$ cat config.mk
export PLATFORM = sky130hd
export DESIGN_NAME = fpadd_result_pack
export DESIGN_NICKNAME = d
export VERILOG_FILES = /design/src/rtl/fpu_pkg.sv /design/src/rtl/fp_dp_to_sp_pack.sv /design/src/rtl/fpadd_result_pack.sv
export SDC_FILE = /design/constraint.sdc
export NUM_CORES = 1
export LEC_CHECK = 0
export ABC_CLOCK_PERIOD_IN_PS = 1700
export BUFFER_PORTS_ARGS = -buffer_cell sky130_fd_sc_hd__buf_2
export CAP_MARGIN = 0
export CORE_ASPECT_RATIO = 1.1
export CORE_MARGIN = 1
export CORE_UTILIZATION = 25
export DETAILED_ROUTE_END_ITERATION = 7
export GPL_ROUTABILITY_DRIVEN = 1
export SLEW_MARGIN = 10
export SYNTH_ARGS = -nofsm -noshare
export SYNTH_HDL_FRONTEND = slang
export SYNTH_SLANG_ARGS = --single-unit
export TNS_END_PERCENT = 20
$ cat constraint.sdc
create_clock -name clk -period 1.7 [get_ports clk]
set_clock_uncertainty 0.2 [all_clocks]
set_input_delay 0.34 -clock clk [delete_from_list [all_inputs] [get_ports clk]]
set_output_delay 0.34 -clock clk [all_outputs]
set_load 0.01 [all_outputs]
$ cat src/rtl/fpu_pkg.sv
// Shared FP constants and types for the add/convert result path.
package fpu_pkg;

  localparam int unsigned FLEN   = 64;
  localparam int unsigned NFLAGS = 5;

  localparam int unsigned DP_BIAS = 1023;
  localparam int unsigned SP_BIAS = 127;

  // Biased double exponents bounding the normal single range
  localparam logic [10:0] SP_EXP_MAX_DP = 11'd1150;
  localparam logic [10:0] SP_EXP_MIN_DP = 11'd897;

  // Low byte of the rebias offset (896); the narrowed exponent only keeps 8 bits
  localparam logic [7:0] DP_SP_REBIAS_LO = 8'(DP_BIAS - SP_BIAS);

  localparam logic [31:0] SP_CANON_NAN = 32'h7FC0_0000;
  localparam logic [31:0] NAN_BOX      = 32'hFFFF_FFFF;

  localparam int unsigned NV = 4;
  localparam int unsigned DZ = 3;
  localparam int unsigned OF = 2;
  localparam int unsigned UF = 1;
  localparam int unsigned NX = 0;

  typedef struct packed {
    logic [FLEN-1:0]   result;
    logic [NFLAGS-1:0] flags;
  } pack_t;

endpackage

$ cat src/rtl/fp_dp_to_sp_pack.sv
// Combinational narrowing of a double-format result to NaN-boxed single,
// with overflow/underflow/inexact flag generation.
module fp_dp_to_sp_pack
  import fpu_pkg::*;
(
  input  logic [FLEN-1:0]   in_result,
  input  logic              precision,
  input  logic [NFLAGS-1:0] in_flags,
  output pack_t             packed_res
);

  logic        sign;
  logic [10:0] exp;
  logic [22:0] man;
  logic [28:0] tail;
  logic [31:0] sp;
  logic [7:0]  sp_exp;
  logic [NFLAGS-1:0] gen_flags;

  assign sign   = in_result[63];
  assign exp    = in_result[62:52];
  assign man    = in_result[51:29];
  assign tail   = in_result[28:0];
  assign sp_exp = exp[7:0] - DP_SP_REBIAS_LO;

  always_comb begin
    sp        = '0;
    gen_flags = '0;
    if (exp == 11'h7FF) begin
      sp = (man != '0) ? SP_CANON_NAN : {sign, 8'hFF, 23'h0};
    end else if (exp == '0) begin
      sp = {sign, 31'h0};
    end else if (exp > SP_EXP_MAX_DP) begin
      sp            = {sign, 8'hFF, 23'h0};
      gen_flags[OF] = 1'b1;
      gen_flags[NX] = 1'b1;
    end else if (exp < SP_EXP_MIN_DP) begin
      sp            = {sign, 31'h0};
      gen_flags[UF] = 1'b1;
      gen_flags[NX] = 1'b1;
    end else begin
      // Upstream already rounded to single; the dropped tail only signals inexact
      sp            = {sign, sp_exp, man};
      gen_flags[NX] = (tail != '0);
    end
  end

  always_comb begin
    packed_res = '0;
    if (precision) begin
      packed_res.result = {NAN_BOX, sp};
      packed_res.flags  = in_flags | gen_flags;
    end else begin
      packed_res.result = in_result;
      packed_res.flags  = in_flags;
    end
  end

endmodule

$ cat src/rtl/fpadd_result_pack.sv
// FP add result output stage: single-precision packing, 2-entry skid buffer
// and sticky fflags accumulator.
module fpadd_result_pack
  import fpu_pkg::*;
(
  input  logic              clk,
  input  logic              reset,
  input  logic              in_valid,
  output logic              in_ready,
  input  logic [FLEN-1:0]   in_result,
  input  logic              in_P,
  input  logic [NFLAGS-1:0] in_flags,
  output logic              out_valid,
  input  logic              out_ready,
  output logic [FLEN-1:0]   out_result,
  output logic [NFLAGS-1:0] out_flags,
  input  logic              fflags_clr,
  output logic [NFLAGS-1:0] fflags_acc
);

  pack_t packed_in;
  pack_t main_q, main_d, skid_q, skid_d;
  logic  main_valid_q, main_valid_d, skid_valid_q, skid_valid_d;
  logic  [NFLAGS-1:0] acc_q, acc_d;
  logic  accept, drain;

  fp_dp_to_sp_pack u_pack (
    .in_result  (in_result),
    .precision  (in_P),
    .in_flags   (in_flags),
    .packed_res (packed_in)
  );

  assign accept = in_valid & ~skid_valid_q;
  assign drain  = main_valid_q & out_ready;

  always_comb begin
    main_d       = main_q;
    main_valid_d = main_valid_q;
    skid_d       = skid_q;
    skid_valid_d = skid_valid_q;
    acc_d        = acc_q;

    // accept implies skid empty, so a full skid never collides with new input
    if (drain) begin
      if (skid_valid_q) begin
        main_d       = skid_q;
        skid_valid_d = 1'b0;
      end else if (accept) begin
        main_d = packed_in;
      end else begin
        main_valid_d = 1'b0;
      end
    end else if (accept) begin
      if (!main_valid_q) begin
        main_d       = packed_in;
        main_valid_d = 1'b1;
      end else begin
        skid_d       = packed_in;
        skid_valid_d = 1'b1;
      end
    end

    if (drain) begin
      acc_d = fflags_clr ? main_q.flags : (acc_q | main_q.flags);
    end else if (fflags_clr) begin
      acc_d = '0;
    end
  end

  always_ff @(posedge clk) begin
    if (reset) begin
      main_q       <= '0;
      main_valid_q <= 1'b0;
      skid_q       <= '0;
      skid_valid_q <= 1'b0;
      acc_q        <= '0;
    end else begin
      main_q       <= main_d;
      main_valid_q <= main_valid_d;
      skid_q       <= skid_d;
      skid_valid_q <= skid_valid_d;
      acc_q        <= acc_d;
    end
  end

  assign in_ready   = ~skid_valid_q;
  assign out_valid  = main_valid_q;
  assign out_result = main_q.result;
  assign out_flags  = main_q.flags;
  assign fflags_acc = acc_q;

endmodule
==> reports/metrics.cfg, run 1 <==
[logic_synthesis]
yosysUniqueCellTypes = 44
ys.flop_type = dfxtp_1
yosysSeqAreaShare = 0.455
ys_ff_latch = 145
synth.cell_area_um2 = 6380
yosys_warnings = 0
syn_area_per_cell_um2 = 8.64
ys_async_sr_fraction = 0
synth-edff-count = 0
synthCells = 739
synthesis.nets = 814

[worst_hold_path]
min_to = skid_valid_q$_SDFFE_PP0P_
min_path_type = input pin to register
min_from = in_valid
worstHoldPathCells = 3

[cells_and_area]
final_core_util = 0.384
layout-drive-gt1-share = 0.381
layout_common_cells = buf_2 (150), dfxtp_1 (143), a21oi_1 (104), nand2_1 (100), buf_4 (92)
area_delta_synth_final_pct = 49.1
mostFrequentLayoutCell = buf_2
fin_area_um2 = 9520
fin_nets = 1050

[sta]
whs_ps = 51.7
max_freq_mhz = 585
setup_slack_ps = -8.06
tightest_slew_ps = 468
hold_violations = 0
setup_viol_count_final = 1
rsz0062_at_grt = yes
period_share = 1.00
slew_viol_final = 0
min_period_ps = 1710
maxSlewHeadroom = 0.686

[outcome]
violations = negative setup slack
outcome = finished with violations

[placement]
port_buffers = 150
dpl-instance-area_um2 = 8290
routabilityCongestion = 0.810
hpwlAfterDp_mm = 16.7

[setup_path]
r2r_end = skid_q[0]$_SDFFE_PP0P_
startpoint_type = input pin
critPathCaptureType = register
cp.arrival_ps = 1850
reg2reg_slack_ps = 10
rr_worst_depth = 8
critPathRequiredTime_ps = 1850
path_class = input pin to register
worstPathMaxFanout = 4
reg2reg_from = out_valid$_SDFFE_PP0P_

[floorplanning]
die_w_um = 154
core_um2 = 24800
ios = 151
die_y_um = 170
start_util = 0.258
dieArea_um2 = 26200
num_rows = 60

[cts]
tritoncts = yes
clock-root-buffer = clkbuf_16
clk_latency_ps = 430
clkSinkCount = 145
clockBufferDepth = 2
cts_max_level = 4
clk_pin_slew_ps = 60
numCtsBuffers = 17

[global_routing]
grt_first_pass_wirelength_mm = 34.4
first_global_vias = 6048
groute.usage.overall = 0.174
antenna_found_initial = 4
overflow = 0
grt_max_degree = 68

[power]
irDropWorstVdd_v = 0.000416
power_switching_mw = 2.81
seqPwrFrac = 0.400
leakage_nw = 4.28
sw_frac_of_total = 0.296
clkPwrFrac = 0.414
comb_power_share = 0.187
power.density_nw_per_um2 = 998
p_int_mw = 6.68

[detailed_routing]
dr.first_iter.drc_count = 490
via_count = 6557
drt_wl_total_mm = 23.9
drcViolationCount = 0
avgViaCountPerCell = 5.04
antenna_left = 0
dr.pass1.iters = 5
routedWlPerCell_um = 18.4

[flow_run]
max_cap_viol_count = 0

==> power groups by stage <==
stage	Clock [mW]	Combinational [mW]	Sequential (mW)
2_1_floorplan	0	0.720	3.90
3_3_place_gp	0	1.58	3.86
3_5_place_dp	0	1.60	3.86
4_1_cts	3.99	1.62	3.79
5_1_grt	4.16	1.92	3.82
6_report	3.93	1.77	3.79
==> sequential cells by signal, summed over array words and instances (netlist names) <==
name          count
skid_q           69
out_flags         5
fflags_acc        5
skid_valid_q      1
out_valid         1
out_result       64
==> synthesized netlist by cell type, types with 4 or more instances <==
master	count	share of area
nor4_1	14	0.014
o21ai_0	39	0.031
a31oi_1	8	0.0078
o211ai_1	36	0.042
a21oi_1	106	0.083
inv_1	4	0.0024
o221ai_1	22	0.030
buf_1	7	0.0041
clkbuf_1	40	0.024
buf_2	17	0.013
nor2b_1	5	0.0049
mux2i_1	8	0.013
dfxtp_1	145	0.45
a22oi_4	20	0.067
a211oi_1	35	0.041
nand2_1	101	0.059
nor3_1	6	0.0047
nor2_1	86	0.051
==> through the flow <==
step / setup TNS (ps) / std cells / total power, mW / setup WS, ps
6_report: -8.06 / 1300 / 9.50 / -8.06
5_1_grt: -1360 / 1300 / 9.89 / -134
4_1_cts: -7.10 / 1279 / 9.39 / -7.10
3_5_place_dp: -23550 / 1242 / 5.45 / -372
3_3_place_gp: -22710 / 1242 / 5.44 / -349
2_1_floorplan: -2110 / 739 / 4.62 / -35.7
==> final cells by class <==
| cell class | count | area [um^2] |
|---|---|---|
| fillers | 2531 | 15300 |
| repair buffers | 287 | 2280 |
| multi-input cells | 520 | 3310 |
| clock inverters | 15 | 188 |
| flip-flops and latches | 145 | 2910 |
| inverters | 4 | 15.0 |
| diodes | 2 | 5.00 |
| well taps | 310 | 388 |
| clock buffers | 17 | 425 |
==> cell families (layout without fill, tap and decap cells) <==
group | count (synthesis) | after routing | synth area share
muxes | 8 | 8 | 0.0125
DFF | 145 | 145 | 0.455
and+or+nand+nor | 232 | 232 | 0.157
buffers and inverters | 74 | 323 | 0.0539
other | 0 | 2 | 0
AOI/OAI and AO/OA | 280 | 280 | 0.322
==> critical path: stages <==
cell	delay, ps
buf_2	140
nor4_1	360
nand2_1	140
buf_4	170
a211oi_1	440
nor4_1	90
nor3_1	170
==> timing repair <==
action | in CTS | in global routing
gates cloned | 0 | 11
endpoints found under the setup margin | 24 | 130
hold endpoints to repair | 7 | 0
hold buffers | 5 | 0
buffers inserted | 0 | 9
pin swaps | 0 | 20
gates resized for setup | 3 | 61
==> per-layer routing <==
layer	wire length, um	GRT usage	vias up
met3	1070	0.0375	39
met5	26	0	-
met4	648	0.0753	4
met1	10800	0.225	3120
met2	11400	0.278	201
li1	-	-	3193
==> worst max path at each step <==
stage | start | endpoint | slack [ps] | cells after the start
after floorplan | in_result[61] | out_result[2]$_SDFFE_PP0P_ | -40 | 6
after global placement | in_result[40] | out_result[31]$_SDFFE_PP0P_ | -350 | 7
after detailed placement | in_result[61] | skid_q[24]$_SDFFE_PP0P_ | -370 | 7
after CTS | out_valid$_SDFFE_PP0P_ | skid_q[44]$_SDFFE_PP0P_ | -7 | 7
after global routing | in_result[53] | out_flags[1]$_SDFFE_PP0P_ | -130 | 7
final | in_result[53] | out_flags[1]$_SDFFE_PP0P_ | -8 | 7
(Power assumes the default switching activity.)
==> inputs of run 2 (changes only) <==
Settings changed: SETUP_SLACK_MARGIN from default to 0.15.
==> reports/metrics.cfg, run 2 (synthesized netlist as in run 1, its figures left out) <==
[global_routing]
grt_max_degree = 89
antenna_found_initial = 6
overflow = 0
grt_first_pass_wirelength_mm = 37.2
groute.usage.overall = 0.190
first_global_vias = 6375

[cells_and_area]
mostFrequentLayoutCell = buf_2
regMostFlops = skid_q
fin_nets = 1070
largest_reg_flops = 69
finalNonFillerCells = 1321
layout_common_cells = buf_2 (146), dfxtp_1 (141), a21oi_1 (106), buf_4 (101), nand2_1 (97)
area_delta_synth_final_pct = 54.0
layout-drive-gt1-share = 0.388

[sta]
tightest_slew_ps = 449
max_freq_mhz = 581
min_period_ps = 1720
hold_violations = 0
setup_slack_ps = -22.4
setup_viol_count_final = 1
maxSlewHeadroom = 0.698
slew_viol_final = 0
rsz0062_at_grt = yes
whs_ps = 47.9
period_share = 1.01

[detailed_routing]
avgViaCountPerCell = 5.06
via_count = 6682
dr.pass1.iters = 6
antenna_left = 0
routedWlPerCell_um = 18.9
drt_wl_total_mm = 25.0
dr.first_iter.drc_count = 379
drcViolationCount = 0

[setup_path]
max_stage_delay_ps = 350
cp.arrival_ps = 1870
reg2reg_slack_ps = -20
startpoint_type = register
crit_path_top_delay_cell = dfxtp_2
critPathTopFamily = buffers and inverters
critPathCaptureType = register
worstPathMaxFanout = 6
path_buf_inv = 4
critPathRequiredTime_ps = 1850
path_common_cell = buf_6
crit_chain = buf_6 -> nand2_4 -> nor3_4 -> buf_12 -> buf_8 -> buf_6 -> o211ai_1 -> a21oi_1
path_class = register to register

[floorplanning]
num_rows = 60
die_y_um = 170
start_util = 0.258
die_w_um = 154
core_um2 = 24800
dieArea_um2 = 26200
ios = 151

[cts]
numCtsBuffers = 17
clkSinkCount = 145
cts_max_level = 4
clk_pin_slew_ps = 70
clockBufferDepth = 2
clock-root-buffer = clkbuf_16
clk_latency_ps = 430
tritoncts = yes

[placement]
dp_cells = 1243
port_buffers = 150
hpwlAfterDp_mm = 16.6
routabilityCongestion = 0.798

[worst_hold_path]
min_path_type = input pin to register

[power]
power.density_nw_per_um2 = 962
leakage_nw = 4.42
irDropWorstVdd_v = 0.000417

[outcome]
violations = negative setup slack
outcome = finished with violations

[flow_run]
max_cap_viol_count = 0

-- run 2: final timing paths --
check	to	startpoint	depth (start not counted)
setup / recovery	skid_q[0]$_SDFFE_PP0P_	out_valid$_SDFFE_PP0P_	8
hold / removal	out_result[18]$_SDFFE_PP0P_	in_result[18]	3
setup reg to reg	skid_q[0]$_SDFFE_PP0P_	out_valid$_SDFFE_PP0P_	8
hold reg to reg	out_result[37]$_SDFFE_PP0P_	out_result[37]$_SDFFE_PP0P_	2
-- run 2: what timing repair did --
item / 4_1_cts / 5_1_grt
hold buffers: 5 / 0
endpoints found under the setup margin: 137 / 141
pin swaps: 20 / 52
hold endpoints to repair: 8 / 0
resized for setup: 28 / 54
gates cloned: 13 / 4
setup buffers: 7 / 14
-- run 2: tightest hold or removal path: stages --
cell and delay [ps]:
buf_2 120, a22oi_4 80, a21oi_1 110
-- run 2: metrics by stage --
step / setup WS, ps / TNS [ps] / total power [mW] / area (um^2) / util
finish: -22.4 / -22.4 / 9.46 / 9840 / 0.397
global route: -93.5 / -1410 / 9.84 / 9840 / 0.397
CTS: 21.7 / 0 / 9.43 / 9460 / 0.382
detailed placement: -357 / -22460 / 5.45 / 8310 / 0.335
global placement: -324 / -19780 / 5.43 / 8310 / 0.335
floorplan: -35.7 / -2110 / 4.62 / 6390 / -
-- run 2: report_power, final --
group / total [mW] / leakage (nW) / internal (mW) / switching, mW
Combinational: 1.93 / 2.96 / 0.930 / 1.00
Sequential: 3.79 / 1.19 / 3.64 / 0.152
Clock: 3.73 / 0.274 / 2.21 / 1.53
-- run 2: final cells by class --
type                    count  area, um^2
diodes                      4        10.0
clock buffers              20         447
clock inverters            11         134
fillers                  2509       14900
inverters                   4        15.0
multi-input cells         521        3320
flip-flops and latches    145        2910
well taps                 310         388
repair buffers            306        2620
-- run 2: metal layers --
metal | vias up | GRT usage | share of wire | routed length (um)
met4 | 4 | 0.0827 | 0.031 | 773
met5 | - | 0 | 0.0012 | 31
met1 | 3165 | 0.234 | 0.43 | 10700
met2 | 233 | 0.311 | 0.48 | 12000
met3 | 50 | 0.0493 | 0.060 | 1500
li1 | 3230 | - | - | -
